File: src/rtl/control_sequencer_pkg.sv
`default_nettype none
// ============================================================================
// Module      : control_sequencer_pkg
// Description : Shared types and constants for the control sequencer:
//               FSM state encoding, opcode values, ALU move functions,
//               instruction field bit positions and the datapath control
//               bundle produced by the decoder.
// Revision    : 1.0  initial release
// ============================================================================
package control_sequencer_pkg;

    typedef enum logic [2:0] {
        ST_IDLE   = 3'd0,
        ST_FETCH  = 3'd1,
        ST_DECODE = 3'd2,
        ST_EXEC   = 3'd3,
        ST_MEM    = 3'd4,
        ST_HALT   = 3'd5
    } state_t;

    // Opcodes 0x0..0xB are plain ALU operations (FS = opcode)
    localparam logic [3:0] OP_LDI  = 4'hC;
    localparam logic [3:0] OP_LD   = 4'hD;
    localparam logic [3:0] OP_ST   = 4'hE;
    localparam logic [3:0] OP_BRH  = 4'hF;

    localparam logic [3:0] FS_MOVB = 4'hC;
    localparam logic [3:0] FS_MOVA = 4'h0;

    // Instruction field positions
    localparam int OP_MSB  = 15;
    localparam int OP_LSB  = 12;
    localparam int DR_MSB  = 11;
    localparam int DR_LSB  = 9;
    localparam int SA_MSB  = 8;
    localparam int SA_LSB  = 6;
    localparam int SB_MSB  = 5;
    localparam int SB_LSB  = 3;
    localparam int IMM_MSB = 2;
    localparam int IMM_LSB = 0;

    // Everything the decoder drives towards ROM, RAM and datapath
    typedef struct packed {
        logic       rom_en;
        logic       ram_en;
        logic       mw;
        logic       mb;
        logic       mm;
        logic       md;
        logic       rw;
        logic [3:0] fs;
        logic [2:0] dr;
        logic [2:0] sa;
        logic [2:0] sb;
    } ctrl_t;

endpackage
`default_nettype wire

File: src/rtl/control_sequencer_if.sv
`default_nettype none
// ============================================================================
// Module      : control_sequencer_if
// Description : Bus bundle between the control sequencer and its environment
//               (instruction ROM, data RAM, register-file datapath).
//               master : sequencer side (drives controls, reads ROM/flags)
//               slave  : environment side
//               Inputs to sequencer : run, rom_data, V, C, N, Z
//               Outputs of sequencer: rom_en, rom_addr, ram_en, MW, DR, SA,
//                                     SB, AX, BX, DX, FS, MB, MM, MD, RW,
//                                     pc, halted
// Revision    : 1.0  initial release
// ============================================================================
interface control_sequencer_if #(
    parameter int nbit = 16,
    parameter int abit = 6
);
    logic            run;
    logic [nbit-1:0] rom_data;
    logic            V;
    logic            C;
    logic            N;
    logic            Z;

    logic            rom_en;
    logic [abit-1:0] rom_addr;
    logic            ram_en;
    logic            MW;
    logic [2:0]      DR;
    logic [2:0]      SA;
    logic [2:0]      SB;
    logic [3:0]      AX;
    logic [3:0]      BX;
    logic [3:0]      DX;
    logic [3:0]      FS;
    logic            MB;
    logic            MM;
    logic            MD;
    logic            RW;
    logic [abit-1:0] pc;
    logic            halted;

    modport master (
        input  run, rom_data, V, C, N, Z,
        output rom_en, rom_addr, ram_en, MW, DR, SA, SB, AX, BX, DX,
               FS, MB, MM, MD, RW, pc, halted
    );

    modport slave (
        output run, rom_data, V, C, N, Z,
        input  rom_en, rom_addr, ram_en, MW, DR, SA, SB, AX, BX, DX,
               FS, MB, MM, MD, RW, pc, halted
    );
endinterface
`default_nettype wire

File: src/rtl/sequencer_decode.sv
`default_nettype none
// ============================================================================
// Module      : sequencer_decode
// Description : Purely combinational control decoder. From the current FSM
//               state and the instruction register it produces every ROM,
//               RAM and datapath control strobe. Anything not explicitly
//               driven for a state/opcode stays 0.
//               i_ir    : instruction register
//               i_state : current sequencer state
//               o_ctrl  : control bundle
// Revision    : 1.0  initial release
// ============================================================================
module sequencer_decode
    import control_sequencer_pkg::*;
#(
    parameter int nbit = 16
) (
    input  wire logic [nbit-1:0] i_ir,
    input  wire state_t          i_state,
    output ctrl_t                o_ctrl
);

    logic [3:0] w_op;
    logic [2:0] w_dr;
    logic [2:0] w_sa;
    logic [2:0] w_sb;
    logic [2:0] w_imm;

    assign w_op  = i_ir[OP_MSB:OP_LSB];
    assign w_dr  = i_ir[DR_MSB:DR_LSB];
    assign w_sa  = i_ir[SA_MSB:SA_LSB];
    assign w_sb  = i_ir[SB_MSB:SB_LSB];
    assign w_imm = i_ir[IMM_MSB:IMM_LSB];

    always_comb begin
        o_ctrl = '0;
        case (i_state)
            ST_FETCH: begin
                o_ctrl.rom_en = 1'b1;
            end
            ST_EXEC: begin
                case (w_op)
                    OP_LDI: begin
                        // B input takes the immediate constant, ALU passes B
                        o_ctrl.mb = 1'b1;
                        o_ctrl.fs = FS_MOVB;
                        o_ctrl.rw = 1'b1;
                        o_ctrl.dr = w_dr;
                    end
                    OP_LD: begin
                        // Address phase: RAM address comes from register A
                        o_ctrl.sa     = w_sa;
                        o_ctrl.ram_en = 1'b1;
                    end
                    OP_ST: begin
                        o_ctrl.sa     = w_sa;
                        o_ctrl.sb     = w_sb;
                        o_ctrl.ram_en = 1'b1;
                        o_ctrl.mw     = 1'b1;
                    end
                    OP_BRH: begin
                        // Only the branch form routes A through the ALU so
                        // that Z reflects it; the halt form drives nothing.
                        if (w_imm == 3'd0) begin
                            o_ctrl.fs = FS_MOVA;
                            o_ctrl.sa = w_sa;
                        end
                    end
                    default: begin
                        o_ctrl.fs = w_op;
                        o_ctrl.dr = w_dr;
                        o_ctrl.sa = w_sa;
                        o_ctrl.sb = w_sb;
                        o_ctrl.rw = 1'b1;
                    end
                endcase
            end
            ST_MEM: begin
                // Only a load reaches MEM: write RAM data back to DR
                o_ctrl.ram_en = 1'b1;
                o_ctrl.md     = 1'b1;
                o_ctrl.rw     = 1'b1;
                o_ctrl.dr     = w_dr;
            end
            default: begin
            end
        endcase
    end

endmodule
`default_nettype wire

File: src/rtl/control_sequencer.sv
`default_nettype none
// ============================================================================
// Module      : control_sequencer
// Description : Multi-cycle instruction sequencer. Fetches from an
//               instruction ROM, decodes ALU / LDI / LD / ST / BRZ / HALT
//               instructions and drives the datapath controls. Holds only
//               the state register, PC and IR; control decoding lives in
//               sequencer_decode.
//               clk_main : system clock, rising-edge
//               reset    : synchronous active-low reset
//               bus      : control_sequencer_if.master (ROM, RAM, datapath)
// Revision    : 1.0  initial release
// ============================================================================
module control_sequencer
    import control_sequencer_pkg::*;
#(
    parameter int nbit = 16,
    parameter int abit = 6
) (
    input  wire logic             clk_main,
    input  wire logic             reset,
    control_sequencer_if.master   bus
);

    state_t            r_state;
    state_t            w_state_next;
    logic [abit-1:0]   r_pc;
    logic [abit-1:0]   w_pc_next;
    logic [nbit-1:0]   r_ir;

    logic [3:0]        w_op;
    logic [2:0]        w_dr;
    logic [2:0]        w_sb;
    logic [2:0]        w_imm;
    logic signed [5:0] w_off6;
    logic [abit-1:0]   w_offset;

    ctrl_t             w_ctrl;
    ctrl_t             w_ctrl_out;

    // Overflow, carry and negative flags play no part in sequencing
    logic              w_unused_flags;
    assign w_unused_flags = ^{bus.V, bus.C, bus.N};

    assign w_op   = r_ir[OP_MSB:OP_LSB];
    assign w_dr   = r_ir[DR_MSB:DR_LSB];
    assign w_sb   = r_ir[SB_MSB:SB_LSB];
    assign w_imm  = r_ir[IMM_MSB:IMM_LSB];
    // Branch offset is {dr,sb}, two's complement, sign-extended to PC width
    assign w_off6   = {w_dr, w_sb};
    assign w_offset = abit'(w_off6);

    always_ff @(posedge clk_main) begin
        if (!reset) begin
            r_state <= ST_IDLE;
            r_pc    <= '0;
            r_ir    <= '0;
        end else begin
            r_state <= w_state_next;
            r_pc    <= w_pc_next;
            if (r_state == ST_DECODE) begin
                r_ir <= bus.rom_data;
            end
        end
    end

    always_comb begin
        w_state_next = r_state;
        w_pc_next    = r_pc;
        case (r_state)
            ST_IDLE: begin
                if (bus.run) begin
                    w_state_next = ST_FETCH;
                end
            end
            ST_FETCH: begin
                w_state_next = ST_DECODE;
            end
            ST_DECODE: begin
                w_state_next = ST_EXEC;
                w_pc_next    = r_pc + abit'(1);
            end
            ST_EXEC: begin
                w_state_next = ST_FETCH;
                if (w_op == OP_LD) begin
                    w_state_next = ST_MEM;
                end else if (w_op == OP_BRH) begin
                    if (w_imm != 3'd0) begin
                        w_state_next = ST_HALT;
                    end else if (bus.Z) begin
                        // PC already points past the branch here
                        w_pc_next = r_pc + w_offset;
                    end
                end
            end
            ST_MEM: begin
                w_state_next = ST_FETCH;
            end
            ST_HALT: begin
                w_state_next = ST_HALT;
            end
            default: begin
                w_state_next = ST_IDLE;
            end
        endcase
    end

    sequencer_decode #(
        .nbit (nbit)
    ) u_decode (
        .i_ir    (r_ir),
        .i_state (r_state),
        .o_ctrl  (w_ctrl)
    );

    // While reset is held low every output is forced quiet, independent of
    // whatever state the register holds before the next edge.
    assign w_ctrl_out   = reset ? w_ctrl : '0;

    assign bus.rom_en   = w_ctrl_out.rom_en;
    assign bus.rom_addr = reset ? r_pc : '0;
    assign bus.ram_en   = w_ctrl_out.ram_en;
    assign bus.MW       = w_ctrl_out.mw;
    assign bus.MB       = w_ctrl_out.mb;
    assign bus.MM       = w_ctrl_out.mm;
    assign bus.MD       = w_ctrl_out.md;
    assign bus.RW       = w_ctrl_out.rw;
    assign bus.FS       = w_ctrl_out.fs;
    assign bus.DR       = w_ctrl_out.dr;
    assign bus.SA       = w_ctrl_out.sa;
    assign bus.SB       = w_ctrl_out.sb;
    assign bus.AX       = 4'h0;
    assign bus.BX       = 4'h0;
    assign bus.DX       = 4'h0;
    assign bus.pc       = reset ? r_pc : '0;
    assign bus.halted   = reset && (r_state == ST_HALT);

endmodule
`default_nettype wire

File: src/flat_wrapper.sv
// flat-port wrapper written by rule: the top's interface ports become plain ports
module control_sequencer_flat import control_sequencer_pkg::*;
#(
    parameter int nbit = 16,
    parameter int abit = 6
)
  (clk_main, reset, bus_run, bus_rom_data, bus_V, bus_C, bus_N, bus_Z, bus_rom_en, bus_rom_addr, bus_ram_en, bus_MW, bus_DR, bus_SA, bus_SB, bus_AX, bus_BX, bus_DX, bus_FS, bus_MB, bus_MM, bus_MD, bus_RW, bus_pc, bus_halted);
  control_sequencer_if #(.nbit(nbit), .abit(abit)) bus_i ();
  input  wire logic clk_main;
  input  wire logic reset;
  input wire logic [$bits(bus_i.run)-1:0] bus_run;
  input wire logic [$bits(bus_i.rom_data)-1:0] bus_rom_data;
  input wire logic [$bits(bus_i.V)-1:0] bus_V;
  input wire logic [$bits(bus_i.C)-1:0] bus_C;
  input wire logic [$bits(bus_i.N)-1:0] bus_N;
  input wire logic [$bits(bus_i.Z)-1:0] bus_Z;
  output wire logic [$bits(bus_i.rom_en)-1:0] bus_rom_en;
  output wire logic [$bits(bus_i.rom_addr)-1:0] bus_rom_addr;
  output wire logic [$bits(bus_i.ram_en)-1:0] bus_ram_en;
  output wire logic [$bits(bus_i.MW)-1:0] bus_MW;
  output wire logic [$bits(bus_i.DR)-1:0] bus_DR;
  output wire logic [$bits(bus_i.SA)-1:0] bus_SA;
  output wire logic [$bits(bus_i.SB)-1:0] bus_SB;
  output wire logic [$bits(bus_i.AX)-1:0] bus_AX;
  output wire logic [$bits(bus_i.BX)-1:0] bus_BX;
  output wire logic [$bits(bus_i.DX)-1:0] bus_DX;
  output wire logic [$bits(bus_i.FS)-1:0] bus_FS;
  output wire logic [$bits(bus_i.MB)-1:0] bus_MB;
  output wire logic [$bits(bus_i.MM)-1:0] bus_MM;
  output wire logic [$bits(bus_i.MD)-1:0] bus_MD;
  output wire logic [$bits(bus_i.RW)-1:0] bus_RW;
  output wire logic [$bits(bus_i.pc)-1:0] bus_pc;
  output wire logic [$bits(bus_i.halted)-1:0] bus_halted;
  assign bus_i.run = bus_run;
  assign bus_i.rom_data = bus_rom_data;
  assign bus_i.V = bus_V;
  assign bus_i.C = bus_C;
  assign bus_i.N = bus_N;
  assign bus_i.Z = bus_Z;
  assign bus_rom_en = bus_i.rom_en;
  assign bus_rom_addr = bus_i.rom_addr;
  assign bus_ram_en = bus_i.ram_en;
  assign bus_MW = bus_i.MW;
  assign bus_DR = bus_i.DR;
  assign bus_SA = bus_i.SA;
  assign bus_SB = bus_i.SB;
  assign bus_AX = bus_i.AX;
  assign bus_BX = bus_i.BX;
  assign bus_DX = bus_i.DX;
  assign bus_FS = bus_i.FS;
  assign bus_MB = bus_i.MB;
  assign bus_MM = bus_i.MM;
  assign bus_MD = bus_i.MD;
  assign bus_RW = bus_i.RW;
  assign bus_pc = bus_i.pc;
  assign bus_halted = bus_i.halted;
  control_sequencer #(.nbit(nbit), .abit(abit)) u_core (.clk_main(clk_main), .reset(reset), .bus(bus_i));
endmodule
File: config.mk
export PLATFORM = sky130hd
export DESIGN_NAME = control_sequencer_flat
export DESIGN_NICKNAME = d
export VERILOG_FILES = /design/src/rtl/control_sequencer_pkg.sv /design/src/rtl/control_sequencer_if.sv /design/src/rtl/sequencer_decode.sv /design/src/rtl/control_sequencer.sv /design/src/flat_wrapper.sv
export SDC_FILE = /design/constraint.sdc
export NUM_CORES = 1
export LEC_CHECK = 0
export CAP_MARGIN = 20
export CORE_MARGIN = 3
export CORE_UTILIZATION = 40
export DETAILED_ROUTE_END_ITERATION = 10
export PLACE_DENSITY = 0.76
export SYNTH_ARGS = -nofsm -noshare
export SYNTH_HDL_FRONTEND = slang
export SYNTH_SLANG_ARGS = --single-unit
File: constraint.sdc
create_clock -name clk_main -period 2.6 [get_ports clk_main]
set_input_delay 0.39 -clock clk_main [delete_from_list [all_inputs] [get_ports clk_main]]
set_output_delay 0.39 -clock clk_main [all_outputs]
set_load 0.01 [all_outputs]
==> impl_metrics.env, run 1 <==
export IMPL_synth_edff_count=0
export IMPL_power_share_clock=0.269
export IMPL_synth_top_cells_by_count="nand2_1 (43), dfxtp_1 (25), a21boi_0 (20), buf_4 (20), and2_1 (18)"
export IMPL_reg2reg_depth=8
export IMPL_register_area_sq_um=500
export IMPL_start_kind="flip-flop"
export IMPL_timing_final_crit_period_ps=2450
export IMPL_end_kind="output pin"
export IMPL_min_path_type="flip-flop to flip-flop"
export IMPL_slew_violations=0
export IMPL_num_vias=1433
export IMPL_grt_busiest_layer="met2"
export IMPL_grtUsageMet1=0.196
export IMPL_start_util=0.435
export IMPL_postCtsSetupBuffers=0
export IMPL_gp_congestion=0.830
export IMPL_worstPathMaxFanout=6
export IMPL_synth_top_area_frac=0.299
export IMPL_combPwrFrac=0.224
export IMPL_yosys_warnings=0
export IMPL_pwr_share_seq=0.507
export IMPL_worst_slack_ps=151
export IMPL_clk_pin_slew_ps=80
export IMPL_die_h_um=70.7
export IMPL_switching_share=0.276
export IMPL_tns_ps=0
export IMPL_drt_iter0_drc=46
export IMPL_skew_ps=3.31
export IMPL_post_drt_wl_per_cell_um=11.9
export IMPL_syn2layout_area_growth_pct=32.8
export IMPL_grt_util_met3=0.0270
export IMPL_ant_nets=0
export IMPL_dieWidth_um=70.7
export IMPL_drive_gt1_frac=0.0988
export IMPL_cts_buffers=3
export IMPL_cp_buffers_inverters=2
export IMPL_synthFlopType="dfxtp_1"
export IMPL_first_global_vias=1327
export IMPL_synth_area_sq_um=1680
export IMPL_max_vdd_ir_drop_mv=0.222
export IMPL_dr_pass1_iters=4
export IMPL_overflow=0
export IMPL_maxCapViolCount=0
export IMPL_syn_area_per_cell_sq_um=8.06
export IMPL_p_leak_nw=0.931
export IMPL_arrival_ps=2060
export IMPL_num_rows=22
export IMPL_synth_async_reset_ratio=0
export IMPL_finalHoldViolations=0
export IMPL_yosysSeqAreaShare=0.299
export IMPL_ctsHoldBuffers=0
export IMPL_nets=283
export IMPL_powerDensity_nw_per_um2=380
export IMPL_io_pins=68
export IMPL_slowest_stage="clkdlybuf4s50_1"
export IMPL_die_area_sq_um=5000
export IMPL_drt_wl_total_um=3580
export IMPL_dp_cells=297
export IMPL_max_freq_mhz=408
export IMPL_crit_type="flip-flop to output pin"
export IMPL_post_drt_via_cell_ratio=4.76
export IMPL_path_cells="and3b_2 > buf_4 > nand2_1 > a31oi_1 > and2_1 > clkdlybuf4s50_1"
export IMPL_synthTopCellsByArea="dfxtp_1 (30%), nand2_1 (9.6%), a21boi_0 (9.0%)"
export IMPL_portBuffers=51
export IMPL_drc=0
export IMPL_cts_tree="yes"
export IMPL_coreArea_sq_um=3850
export IMPL_regToRegSetupSlack_ps=340
export IMPL_fin_crit_sh=0.942
export IMPL_post_place_ws_ps=25.7
export IMPL_met2_usage=0.237
export IMPL_status="finished, final reports clean"
export IMPL_crit_cells=6
export IMPL_slowest_delay_ps=540
export IMPL_clock_path_buffers=2
export IMPL_track_usage=0.145
export IMPL_multi_input_area_sq_um=1010
export IMPL_synth_seq_cells=25
export IMPL_clockRootBuffer="clkbuf_8"
export IMPL_antenna_found_initial=0
export IMPL_synth_distinct_cells=41
export IMPL_power_switching_w=0.000233
export IMPL_cp_required_ps=2210
export IMPL_path_delay_family="buffers and inverters"
export IMPL_setup_violations=0
export IMPL_place_hpwl_um=2720
export IMPL_insertion_delay_ps=260
export IMPL_grt_first_pass_wirelength_um=6070
export IMPL_internal_power_w=0.000613
export IMPL_synth_top_area_cell="dfxtp_1"
export IMPL_grt_max_degree=22
export IMPL_stdcell_count=301
export IMPL_syn_inst=208
export IMPL_fill_cells=387
export IMPL_antenna_cells=0
export IMPL_cts_sinks=25
export IMPL_cts_htree_levels=1
export IMPL_hold_ws_ps=460
export IMPL_yosysMostFrequentCell="nand2_1"
export IMPL_worst_hold_path_num_cells=2
per-stage QoR:
step / area, sq um / total power (W) / utilization
2_1_floorplan: 1720 / 0.000566 / -
3_3_place_gp: 2160 / 0.000621 / 0.559
3_5_place_dp: 2160 / 0.000625 / 0.559
4_1_cts: 2200 / 0.000855 / 0.571
5_1_grt: 2230 / 0.000895 / 0.578
6_report: 2230 / 0.000846 / 0.578
area by class of cell:
type | instances | area share
Multi-Input combinational cell | 160 | 0.455
Timing Repair Buffer | 62 | 0.269
Sequential cell | 25 | 0.225
Tap cell | 48 | 0.0270
Clock buffer | 4 | 0.0202
Inverter | 2 | 0.00449
layer usage:
| metal | share of wire | wire (um) |
|---|---|---|
| met1 | 0.47 | 1680 |
| met3 | 0.053 | 189 |
| met2 | 0.47 | 1670 |
| met5 | 0 | 0 |
| met4 | 0.011 | 40 |
placed cells by master (no fill, tap or decap), drive strengths merged, types with 3 or more instances in the layout:
cell type,instances
xnor2,4
and2,18
nand2,43
clkbuf,4
ha,5
o21ai,6
nor2,4
clkdlybuf4s50,49
a21oi,3
buf,11
a21boi,20
conb,13
nor2b,6
dfxtp,25
and3,7
worst paths after layout:
path / from / endpoint
worst min register to register: u_core.r_ir[7] / u_core.r_ir[7]
worst max-delay path: u_core.r_state[2] / bus_SA[1]
worst max register to register: u_core.r_state[2] / u_core.r_pc[5]
worst min-delay path: u_core.r_ir[7] / u_core.r_ir[7]
power by group through the flow:
stage               Clock, W  Sequential, W  Combinational (W)
floorplan                  0       0.000425           0.000141
global placement           0       0.000435           0.000186
detailed placement         0       0.000436           0.000189
CTS                 0.000239       0.000427           0.000189
global route        0.000250       0.000433           0.000212
finish              0.000228       0.000429           0.000189
tightest hold or removal path: stages (launching register included):
cell and delay [ps]:
dfxtp_1 310, nand2_1 40, a21boi_0 60
cell families after synthesis:
| group | Yosys count | synth area share |
|---|---|---|
| other | 1 | 0.00224 |
| buffers and inverters | 35 | 0.137 |
| AOI/OAI and AO/OA | 43 | 0.189 |
| muxes | 1 | 0.00672 |
| DFF | 25 | 0.299 |
| adders and majority gates | 6 | 0.0493 |
| xor gates and xnor gates | 4 | 0.0209 |
| and+or+nand+nor | 93 | 0.297 |
flip-flops by register name, indices dropped and copies added (netlist names):
register / count
u_core.r_ir: 16
u_core.r_pc: 6
u_core.r_state: 3
repair_timing:
action	4_1_cts	5_1_grt
endpoints found under the setup margin	0	13
endpoints found under the hold margin	0	0
gates resized for setup	0	7
Power figures use the tool's default switching activity.
==> run 2, diff against run 1 <==
MAX_ROUTING_LAYER = met4   (was unset)
PLACE_DENSITY = 0.75   (was 0.76)
==> impl_metrics.env, run 2 (synthesis gave the netlist of run 1 again) <==
export IMPL_min_path_type="flip-flop to flip-flop"
export IMPL_clockRootBuffer="clkbuf_8"
export IMPL_timing_final_crit_period_ps=2490
export IMPL_reg_top3="u_core.r_ir (16), u_core.r_pc (6), u_core.r_state (3)"
export IMPL_place_hpwl_um=2740
export IMPL_cts_tree="yes"
export IMPL_cts_htree_levels=1
export IMPL_status="finished, final reports clean"
export IMPL_drt_wl_total_um=3600
export IMPL_largest_reg_flops=16
export IMPL_nets=283
export IMPL_coreArea_sq_um=3850
export IMPL_path_delay_family="buffers and inverters"
export IMPL_cts_sinks=25
export IMPL_crit_type="primary input to output pin"
export IMPL_io_pins=68
export IMPL_tns_ps=0
export IMPL_arrival_ps=2100
export IMPL_drc=0
export IMPL_regMostFlops="u_core.r_ir"
export IMPL_grt_max_degree=20
export IMPL_rsz0062_at_grt="no"
export IMPL_start_util=0.435
export IMPL_grt_util_met3=0.0412
export IMPL_ctsHoldBuffers=0
export IMPL_skew_ps=4.24
export IMPL_drt_iter0_drc=106
export IMPL_syn2layout_area_growth_pct=32.9
export IMPL_grt_first_pass_wirelength_um=6020
export IMPL_cp_buffers_inverters=3
export IMPL_p_leak_nw=0.928
export IMPL_fin_total_pwr_w=0.000852
export IMPL_overflow=0
export IMPL_num_vias=1451
export IMPL_post_route_util=0.578
export IMPL_antenna_found_initial=0
export IMPL_gp_congestion=0.848
export IMPL_maxCapViolCount=0
export IMPL_max_vdd_ir_drop_mv=0.323
export IMPL_die_h_um=70.7
export IMPL_die_area_sq_um=5000
export IMPL_antenna_cells=0
export IMPL_dr_pass1_iters=4
export IMPL_fin_crit_sh=0.957
export IMPL_mostFrequentLayoutCell="clkdlybuf4s50_1"
export IMPL_path_cells="clkdlybuf4s50_1 > buf_4 > nand2_1 > a31oi_1 > and2_1 > clkdlybuf4s50_1"
export IMPL_grt_busiest_layer="met2"
export IMPL_crit_top_cell="clkdlybuf4s50_1"
export IMPL_slowest_delay_ps=530
export IMPL_clk_pin_slew_ps=90
export IMPL_slew_violations=0
export IMPL_post_drt_via_cell_ratio=4.82
export IMPL_finalHoldViolations=0
export IMPL_ant_nets=0
export IMPL_powerDensity_nw_per_um2=382
export IMPL_insertion_delay_ps=270
export IMPL_num_rows=22
export IMPL_portBuffers=51
export IMPL_cts_buffers=3
export IMPL_start_kind="primary input"
export IMPL_slowest_stage="clkdlybuf4s50_1"
export IMPL_drive_gt1_frac=0.111
export IMPL_end_kind="output pin"
export IMPL_track_usage=0.151
export IMPL_final_cell_mix="clkdlybuf4s50_1 (50), nand2_1 (43), dfxtp_1 (25)"
export IMPL_setup_violations=0
export IMPL_grtUsageMet1=0.198
export IMPL_cp_required_ps=2210
export IMPL_post_drt_wl_per_cell_um=12.0
export IMPL_first_global_vias=1306
export IMPL_dieWidth_um=70.7
export IMPL_met2_usage=0.237
export IMPL_max_freq_mhz=402
export IMPL_worstPathMaxFanout=15
export IMPL_clock_path_buffers=2
run 2: worst min-delay path, delay by kind of cell, from the launching register on:
kind               cells  cell delay (ps)
DFF                    1              320
and+or+nand+nor        1               50
AOI/OAI and AO/OA      1               60
run 2: final timing paths:
| kind | startpoint | endpoint | slack [ps] | depth (start not counted) |
|---|---|---|---|---|
| worst max-delay path | reset | bus_SA[1] | 110 | 6 |
| worst min register to register | u_core.r_ir[8] | u_core.r_ir[8] | 470 | 2 |
| worst max register to register | u_core.r_state[2] | u_core.r_pc[5] | 150 | 8 |
| worst min-delay path | u_core.r_ir[8] | u_core.r_ir[8] | 470 | 2 |
run 2: per-stage QoR:
stage | cells | hold WS, ps | area (sq um) | worst slack, ps
2_1_floorplan | 220 | 439 | 1720 | 280
3_3_place_gp | 296 | 446 | 2150 | 74.2
3_5_place_dp | 296 | 457 | 2150 | 74.8
4_1_cts | 300 | 468 | 2200 | 42.5
5_1_grt | 301 | 496 | 2230 | 12.1
6_report | 301 | 468 | 2230 | 111
run 2: what timing repair did:
item,CTS,global route
endpoints found under the setup margin,0,13
buffers inserted,0,1
gates resized for setup,0,7
run 2: final cells by class:
type,count,area [sq um]
timing repair buffer,62,596
clock inverter,1,7.51
tap,48,60.1
clock buffer,3,41.3
sequential,25,500
inverter,2,10.0
multi-input combinational,160,1010
fill,363,1630
run 2: metal layers:
layer / share of wire / routed length [um] / vias up
li1: - / - / 755
met5: 0 / 0 / -
met4: 0.0025 / 9 / 0
met1: 0.48 / 1720 / 651
met3: 0.058 / 208 / 2
met2: 0.46 / 1660 / 43
run 2: power by group:
group | switching (W) | internal (W)
Sequential | 0.0000210 | 0.000407
Combinational | 0.0000935 | 0.0000956
Clock | 0.000126 | 0.000109
Total | 0.000240 | 0.000611
==> run 3, diff against run 2 <==
CAP_MARGIN = 15   (was 20)
SKIP_LAST_GASP = 1   (was unset)
==> impl_metrics.env, run 3 (synthesis gave the netlist of run 1 again) <==
export IMPL_stdcell_count=301
export IMPL_track_usage=0.151
export IMPL_insertion_delay_ps=270
export IMPL_skew_ps=4.69
export IMPL_arrival_ps=2090
export IMPL_r2r_start="u_core.r_state[2]"
export IMPL_crit_type="primary input to output pin"
export IMPL_drt_wl_total_um=3600
export IMPL_reg2reg_depth=8
export IMPL_mostFrequentLayoutCell="clkdlybuf4s50_1"
export IMPL_post_place_ws_ps=74.8
export IMPL_clk_pin_slew_ps=90
export IMPL_drt_iter0_drc=103
export IMPL_endpoint="bus_MW"
export IMPL_fill_cells=366
export IMPL_cp_required_ps=2210
export IMPL_fin_crit_sh=0.954
export IMPL_cts_sinks=25
export IMPL_ant_nets=0
export IMPL_register_area_sq_um=500
export IMPL_num_rows=22
export IMPL_start_util=0.435
export IMPL_first_global_vias=1306
export IMPL_grt_max_degree=20
export IMPL_reg_top3="u_core.r_ir (16), u_core.r_pc (6), u_core.r_state (3)"
export IMPL_startpoint="reset"
export IMPL_grt_first_pass_wirelength_um=6020
export IMPL_ctsHoldBuffers=0
export IMPL_timing_final_crit_period_ps=2480
export IMPL_p_leak_nw=0.928
export IMPL_syn2layout_area_growth_pct=32.5
export IMPL_die_area_sq_um=5000
export IMPL_gp_congestion=0.848
export IMPL_antenna_cells=0
export IMPL_max_vdd_ir_drop_mv=0.324
export IMPL_cts_tree="yes"
export IMPL_dieWidth_um=70.7
export IMPL_antenna_found_initial=0
export IMPL_die_h_um=70.7
export IMPL_slew_violations=0
export IMPL_maxCapViolCount=0
export IMPL_r2r_end="u_core.r_pc[5]"
export IMPL_hold_ws_ps=468
export IMPL_final_cell_mix="clkdlybuf4s50_1 (50), nand2_1 (43), dfxtp_1 (25)"
export IMPL_min_path_type="flip-flop to flip-flop"
export IMPL_setup_violations=0
export IMPL_dr_pass1_iters=4
export IMPL_place_hpwl_um=2740
export IMPL_post_drt_via_cell_ratio=4.82
export IMPL_rsz0062_at_grt="yes"
export IMPL_regToRegSetupSlack_ps=150
export IMPL_start_kind="primary input"
export IMPL_num_vias=1452
export IMPL_multi_input_area_sq_um=1010
export IMPL_finalHoldViolations=0
export IMPL_clock_path_buffers=2
export IMPL_nets=283
export IMPL_largest_reg_flops=16
export IMPL_coreArea_sq_um=3850
export IMPL_cts_htree_levels=1
export IMPL_portBuffers=51
export IMPL_clockRootBuffer="clkbuf_8"
export IMPL_powerDensity_nw_per_um2=383
export IMPL_drc=0
export IMPL_cts_buffers=3
export IMPL_end_kind="output pin"
export IMPL_worst_slack_ps=121
export IMPL_overflow=0
export IMPL_max_freq_mhz=403
export IMPL_post_drt_wl_per_cell_um=12.0
export IMPL_dp_cells=296
export IMPL_status="finished, final reports clean"
export IMPL_io_pins=68
export IMPL_regMostFlops="u_core.r_ir"
export IMPL_worstPathMaxFanout=15
export IMPL_drive_gt1_frac=0.107
run 3: cell count changes in the layout (fill, tap and decap cells not counted):
cell / delta
a31oi_1: +1
a31oi_2: -1
run 3: critical path, cell delays in order:
cell             delay [ps]
clkdlybuf4s50_1         470
buf_4                   200
and2_4                  180
nand3_1                 140
nor2_1                  160
clkdlybuf4s50_1         550
run 3: worst min path at each step:
stage                                end  depth (start not counted)            from  slack [ps]
after global routing      u_core.r_ir[7]                          2  u_core.r_ir[7]         500
after CTS                 u_core.r_ir[7]                          2  u_core.r_ir[7]         470
after floorplan           u_core.r_ir[6]                          2  u_core.r_ir[6]         440
after global placement    u_core.r_ir[6]                          2  u_core.r_ir[6]         450
after detailed placement  u_core.r_ir[7]                          2  u_core.r_ir[7]         460
final                     u_core.r_ir[8]                          2  u_core.r_ir[8]         470
run 3: what timing repair did:
action | 4_1_cts | 5_1_grt
buffers inserted | 0 | 1
setup endpoints to repair | 0 | 13
endpoints found under the hold margin | 0 | 0
gates resized for setup | 0 | 6
run 3: layout make-up:
type                    instances  share of cell area
multi-input cells             160               0.453
well taps                      48              0.0270
inverters                       2             0.00450
flip-flops and latches         25               0.225
clock buffers                   3              0.0186
clock inverters                 1             0.00338
repair buffers                 62               0.268
run 3: power breakdown:
group          total [W]  internal, W  switching [W]
Clock           0.000235     0.000109       0.000126
Sequential      0.000428     0.000407      0.0000207
Combinational   0.000189    0.0000955      0.0000935
Total           0.000852     0.000611       0.000240
run 3: routing by layer:
| metal | up-vias | track usage | share of wire |
|---|---|---|---|
| met5 | - | - | 0 |
| met4 | 0 | 0.0230 | 0.0025 |
| met3 | 2 | 0.0412 | 0.059 |
| met2 | 45 | 0.237 | 0.46 |
| met1 | 650 | 0.198 | 0.48 |
| li1 | 755 | - | - |
run 3: per-stage QoR:
| step | power (W) | instance area, sq um | util | setup TNS, ps |
|---|---|---|---|---|
| after floorplan | 0.000566 | 1720 | - | 0 |
| after global placement | 0.000619 | 2150 | 0.557 | 0 |
| after detailed placement | 0.000622 | 2150 | 0.557 | 0 |
| after CTS | 0.000857 | 2200 | 0.570 | 0 |
| after global routing | 0.000901 | 2220 | 0.577 | -69.4 |
| final | 0.000852 | 2220 | 0.577 | 0 |
==> RTL change 1: new RTL, flow settings as in run 3 <==
`r_pc` no longer has a reset.
--- a/src/rtl/control_sequencer.sv
+++ b/src/rtl/control_sequencer.sv
@@ -54,13 +54,15 @@
         if (!reset) begin
             r_state <= ST_IDLE;
-            r_pc    <= '0;
             r_ir    <= '0;
         end else begin
             r_state <= w_state_next;
-            r_pc    <= w_pc_next;
             if (r_state == ST_DECODE) begin
                 r_ir <= bus.rom_data;
             end
         end
+    end
+
+    always_ff @(posedge clk_main) begin
+        r_pc <= w_pc_next;
     end
 
Formal check against the unedited RTL: differs if reset is asserted again (counterexample within 4 cycles, from zero or initial values and one cycle with reset low); with reset held inactive, the same outputs for 10 cycles.
==> RTL change 1 against run 3 <==
Routed wire length fell by 11%. Sequential cell count did not move. Sequential power rose by 8.9%. Highest routed layer unchanged. Final area fell by 4.4%. Largest cell class unchanged. Largest power group unchanged. Critical path type unchanged. Critical path depth did not move. Total power rose by 5.5%. Setup slack improved by 0.013 ns. Area after synthesis fell by 2.4%.
==> RTL change 1: results (changes against run 3) <==
Worst setup path
  • Max incr delay on CP: 0.55 ns (about the same)
  • Worst setup endpoint: bus_DR[1]
  • CP max FO: 4 (-11)
  • Reg2Reg Launch Point: u_core.r_state[2]
  • CP Launch Point: reset
  • R2R setup slack: 0.38 ns (+0.23 ns)
  • Reg2Reg Depth: 7 (-1)
  • Critical path arrival: 2.08 ns
  • Crit path max-delay cell type: clkdlybuf4s50_1
  • Critical R2R Capture: u_core.r_pc[5]
  • Cell family with most CP delay: buffers and inverters

Pwr
  • Leakage: 0.804 nW (-13%)
  • Worst vdd ir: 402 µV (+24%)

Synthesis
  • Synth top cells by count: 36 x nand2_1, 22 x buf_4, 19 x dfxtp_1, 18 x and2_1, 10 x a21boi_1
  • Sequential share of the synthesized area: 34.3% (+4.4 points)
  • Ys Warns: 0 (unchanged)
  • Post-synth EDFFs: 6 (+6)
  • Unique cell type count in the Yosys netlist: 48 (+17%)
  • Main flop type after synthesis: dfxtp_1
  • Top cells by area, synth: dfxtp_1 23%, edfxtp_1 11%, buf_4 10%
  • FFs w/ async S/R, synth: 0% (unchanged)

Clock tree
  • Reg clk slew, reported paths: 0.09 ns (about the same)
  • CTS max path bufs: 2 (unchanged)
  • Clk Latency, worst-skew pair: 0.27 ns (about the same)
  • H-tree depth: 1 (unchanged)
  • Root Driver: clkbuf_8
  • TritonCTS Buffers: 3 (unchanged)

Final layout
  • Top flop regs: u_core.r_ir x16, u_core.r_pc x6, u_core.r_state x3
  • Layout cells sized above 1: 10.1% (-0.58 points)
  • Final #Nets: 258 (-8.8%)
  • Antenna Cells: 0 (unchanged)

Timing
  • Clock skew: 0.00493 ns (+0.000236 ns)
  • Worst slew margin: 60.0%

Global routing
  • GRT Util Overall: 13.7% (-1.4 points)
  • Met3 Use GR: 3.60% (-0.52 points)
  • Largest net degree at the start of global routing: 18 (-10%)
  • Initial antenna violation count: 0 (unchanged)
  • First-pass GRT wire length: 5300 µm (-12%)
  • M1 GR Usage: 17.1% (-2.7 points)
  • Number of global-route vias before repair: 1,157 (-11%)
  • GR Layer Usage met2: 22.4% (-1.3 points)

Routing
  • Drt initial violations: 46 (-55%)
  • Number of iterations in the first detailed-routing pass: 4 (unchanged)
  • Detail-routed net length per standard cell: 11.7 µm (-2.5%)
  • DR vias: 1,273 (-12%)

Placement
  • RePlAce Congestion: 0.845 (-0.26%)
  • DP HPWL: 2580 µm (-5.9%)
  • Port-buffer cells: 51 (unchanged)

Run status
  • Status: completed

Min path
  • Hold Startpoint: u_core.r_ir[7]
  • Worst min-delay path class: reg -> reg
-- RTL change 1: cell types whose count changed after synthesis, sizes merged, moves of 3 or more --
cell / delta
clkbuf: -4
dfxtp: -6
nand2: -6
o21ai: -4
a21boi: -4
a21oi: +3
and3: -4
edfxtp: +6
-- RTL change 1: layout make-up --
type | instances | area [µm²]
fill | 379 | 1670
multi-input combinational | 144 | 918
sequential | 25 | 563
timing repair buffer | 53 | 528
tap | 48 | 60.1
clock buffer | 3 | 41.3
inverter | 2 | 7.51
clock inverter | 1 | 6.26
-- RTL change 1: metal layers --
metal / vias up / wire (µm)
li1: 675 / -
met1: 553 / 1480
met2: 43 / 1520
met3: 2 / 192
met4: 0 / 24
met5: - / 0
-- RTL change 1: stage by stage --
stage / power [mW] / cell area (µm²) / util (%) / cells / setup WS, ns
floorplan: 0.626 / 1680 / - / 198 / 0.627
global placement: 0.672 / 2070 / 54.4 / 272 / 0.0814
detailed placement: 0.677 / 2070 / 54.4 / 272 / 0.0783
CTS: 0.905 / 2110 / 55.7 / 276 / 0.0714
global route: 0.957 / 2120 / 55.9 / 276 / -0.0188
finish: 0.898 / 2120 / 55.9 / 276 / 0.134
-- RTL change 1: cells by family (layout without fill, tap and decap cells) --
| family | count (synthesis) | after routing | synth area share [%] |
|---|---|---|---|
| XOR/XNOR | 7 | 7 | 3.75 |
| flip-flops | 25 | 25 | 34.3 |
| buffers and inverters | 29 | 59 | 12.7 |
| adder cells (fa/ha/maj) | 6 | 6 | 5.05 |
| other | 1 | 13 | 0.229 |
| AND/OR/NAND/NOR | 85 | 85 | 29.7 |
| AO/OA/AOI/OAI | 33 | 33 | 14.3 |
-- RTL change 1: worst register-to-register path: cells and delay by family, from the launching register on --
family                   cells  cell delay, ns
AO/OA/AOI/OAI                3            0.55
flip-flops                   1            0.52
AND/OR/NAND/NOR              2            0.49
adder cells (fa/ha/maj)      1            0.30
XOR/XNOR                     1            0.10
-- RTL change 1: worst min path at each step --
stage | end | slack [ns] | cells after the start
finish | u_core.r_ir[7] | 0.45 | 2
detailed placement | u_core.r_ir[7] | 0.44 | 2
global route | u_core.r_ir[7] | 0.48 | 2
global placement | u_core.r_ir[6] | 0.44 | 2
CTS | u_core.r_ir[7] | 0.46 | 2
floorplan | u_core.r_ir[6] | 0.43 | 2
-- RTL change 1: timing repair --
item | in CTS | in global routing
resized for setup | 0 | 4
setup endpoints to repair | 0 | 9
setup buffers | 0 | 0
-- RTL change 1: where the power goes --
group	internal, mW	total (mW)	switching (mW)
sequential	0.433	0.466	0.0328
combinational	0.106	0.202	0.0958
clock	0.109	0.231	0.121
total	0.648	0.898	0.250
==> RTL change 2: new RTL, config.mk and constraints of run 3 <==
Without the edit above. Re-encode `state_t` (6 states) as one-hot, 6 bits wide.
--- a/src/rtl/control_sequencer_pkg.sv
+++ b/src/rtl/control_sequencer_pkg.sv
@@ -10,11 +10,11 @@
 package control_sequencer_pkg;
 
-    typedef enum logic [2:0] {
-        ST_IDLE   = 3'd0,
-        ST_FETCH  = 3'd1,
-        ST_DECODE = 3'd2,
-        ST_EXEC   = 3'd3,
-        ST_MEM    = 3'd4,
-        ST_HALT   = 3'd5
+    typedef enum logic [5:0] {
+        ST_IDLE   = 6'b000001,
+        ST_FETCH  = 6'b000010,
+        ST_DECODE = 6'b000100,
+        ST_EXEC   = 6'b001000,
+        ST_MEM    = 6'b010000,
+        ST_HALT   = 6'b100000
     } state_t;
 
Formal check against the unedited RTL: same outputs for any inputs over 10 cycles, from zero or initial values and one cycle with reset low; not proved beyond that.
==> RTL change 2 against run 3 <==
Hold slack got worse by 0.013 ns. Count of clock-buffer cells in the layout unchanged. Maximum frequency shrank 3.3%. Final cell count rose by 12%. Area after synthesis rose by 4.6%. Final area grew 13%. Total power rose by 5.6%. Setup slack worse by 0.085 ns. Non-clock buffer count up 14. Routed wire length increased by 23%. Critical endpoint is now u_core.r_pc[5]. Largest power group unchanged. Sequential cell count increased by 3. Via count grew 19%.
==> RTL change 2: results (changes against run 3) <==
Worst setup path
  • Max incr delay on CP: 0.38 ns (-0.17 ns)
  • CP max FO: 5 (-10)
  • Reg2Reg Depth: 10 (+2)
  • Crit path max-delay cell type: dfxtp_1
  • Reg2Reg Launch Point: u_core.r_state[0]
  • Critical path arrival: 2.74 ns (+0.65 ns)
  • Critical R2R Capture: u_core.r_pc[5]
  • R2R setup slack: 0.04 ns (-0.11 ns)

Min path
  • Hold worst-path end: u_core.r_ir[7]
  • Worst min-delay path class: reg -> reg
  • Hold Startpoint: u_core.r_ir[7]
  • Worst Hold Depth: 2 (unchanged)

Global routing
  • GRT Util Overall: 17.3% (+2.2 points)
  • Number of global-route vias before repair: 1,584 (+21%)
  • Largest net degree at the start of global routing: 18 (-10%)
  • Initial antenna violation count: 0 (unchanged)
  • First-pass GRT wire length: 7090 µm (+18%)

Synthesis
  • Complex-gate fraction of the synthesized area: 15.7% (-3.2 points)
  • FFs w/ async S/R, synth: 0% (unchanged)
  • Gate Count Post-Synth: 228 (+9.6%)
  • Post-Synth XOR/XNOR Area: 2.50% (+0.41 points)
  • Sequential share of the synthesized area: 32.0% (+2.1 points)
  • Synth Area in Adders: 4.71% (-0.21 points)
  • Main flop type after synthesis: dfxtp_1
  • Synth top cells by count: 48 x nand2_1, 28 x dfxtp_1, 23 x a21oi_1, 21 x buf_4, 16 x and2_1
  • Multiplexer area fraction after synthesis: 0.642% (-0.029 points)
  • Top cells by area, synth: dfxtp_1 32%, nand2_1 10%, buf_4 9.0%
  • Unique cell type count in the Yosys netlist: 47 (+15%)

Placement
  • Place WS: -0.0528 ns (-0.128 ns)
  • DP HPWL: 3240 µm (+18%)
  • Placed cells: 329 (+11%)
  • RePlAce Congestion: 0.928 (+9.5%)

Timing
  • Final worst slack: 0.0355 ns (-0.0854 ns)
  • Clock skew: 0.00333 ns (-0.00136 ns)
  • Worst slew margin: 51.1%
  • Min Hold Slack: 0.455 ns (-0.0130 ns)

Routing
  • Number of iterations in the first detailed-routing pass: 4 (unchanged)
  • DRT antenna net count: 0 (unchanged)
  • Drt initial violations: 71 (-31%)
  • Final wirelength: 4430 µm (+23%)
  • Vias per std cell: 5.10 (+5.7%)

Clock tree
  • CTS max path bufs: 2 (unchanged)
  • Clk Latency, worst-skew pair: 0.28 ns
  • TritonCTS Buffers: 3 (unchanged)

Final layout
  • Layout cells sized above 1: 16.3% (+5.6 points)
  • Top flop regs: u_core.r_ir x16, u_core.r_pc x6, u_core.r_state x6
  • Non-filler cells in the finished layout: 338 (+12%)
  • Final #Nets: 318 (+12%)

Pwr
  • Worst vdd ir: 211 µV (-35%)
  • Leakage: 1.21 nW (+30%)

Run status
  • Status: completed
-- RTL change 2: cells by family (layout without fill, tap and decap cells) --
| group | count (synthesis) | after routing |
|---|---|---|
| adders and majority gates | 6 | 6 |
| buffers and inverters | 38 | 86 |
| DFF | 28 | 28 |
| xor gates and xnor gates | 5 | 5 |
| muxes | 1 | 1 |
| AOI/OAI and AO/OA | 43 | 43 |
| and+or+nand+nor | 106 | 106 |
| other | 1 | 13 |
-- RTL change 2: layout make-up --
cell class	count	area (µm²)
fill	356	1610
multi-input combinational	174	1060
timing repair buffer	76	729
sequential	28	567
tap	50	62.6
clock buffer	3	41.3
clock inverter	1	30.0
inverter	6	22.5
-- RTL change 2: per-layer routing --
layer,global-route usage (%),routed length [µm],vias to the layer above,share of wire [%]
met3,2.22,239,9,5.4
met2,29.1,2140,67,48
li1,-,-,857,-
met4,6.89,91,0,2.1
met5,-,0,-,0
met1,21.0,1960,790,44
-- RTL change 2: worst max-delay path by stage --
stage | start | endpoint
final | u_core.r_state[0] | u_core.r_pc[5]
after detailed placement | u_core.r_state[1] | u_core.r_pc[5]
after floorplan | u_core.r_state[0] | u_core.r_pc[5]
after global routing | u_core.r_state[2] | bus_SA[1]
after CTS | u_core.r_state[2] | bus_MB
after global placement | u_core.r_state[1] | u_core.r_pc[5]
-- RTL change 2: stage by stage --
stage / total power, mW / area [µm²] / TNS (ns)
finish: 0.899 / 2510 / 0
global route: 0.926 / 2510 / -0.170
CTS: 0.904 / 2440 / -0.00878
detailed placement: 0.553 / 2330 / -0.0528
global placement: 0.551 / 2330 / -0.0196
floorplan: 0.516 / 1830 / 0
-- RTL change 2: critical path, delay by kind of cell, from the launching register on --
kind	cells	cell delay, ns
AND/OR/NAND/NOR	5	0.82
flip-flops	1	0.38
multiplexers	1	0.35
adder cells (fa/ha/maj)	1	0.32
AO/OA/AOI/OAI	1	0.31
buffers and inverters	2	0.26
-- RTL change 2: what timing repair did --
action | 4_1_cts | 5_1_grt
setup endpoints to repair | 15 | 13
setup buffers | 3 | 2
pin swaps | 1 | 7
gates cloned | 0 | 0
resized for setup | 4 | 20
-- RTL change 2: report_power, final --
| group | switching [mW] | internal [mW] |
|---|---|---|
| clock | 0.146 | 0.206 |
| combinational | 0.0504 | 0.0562 |
| sequential | 0.00507 | 0.435 |
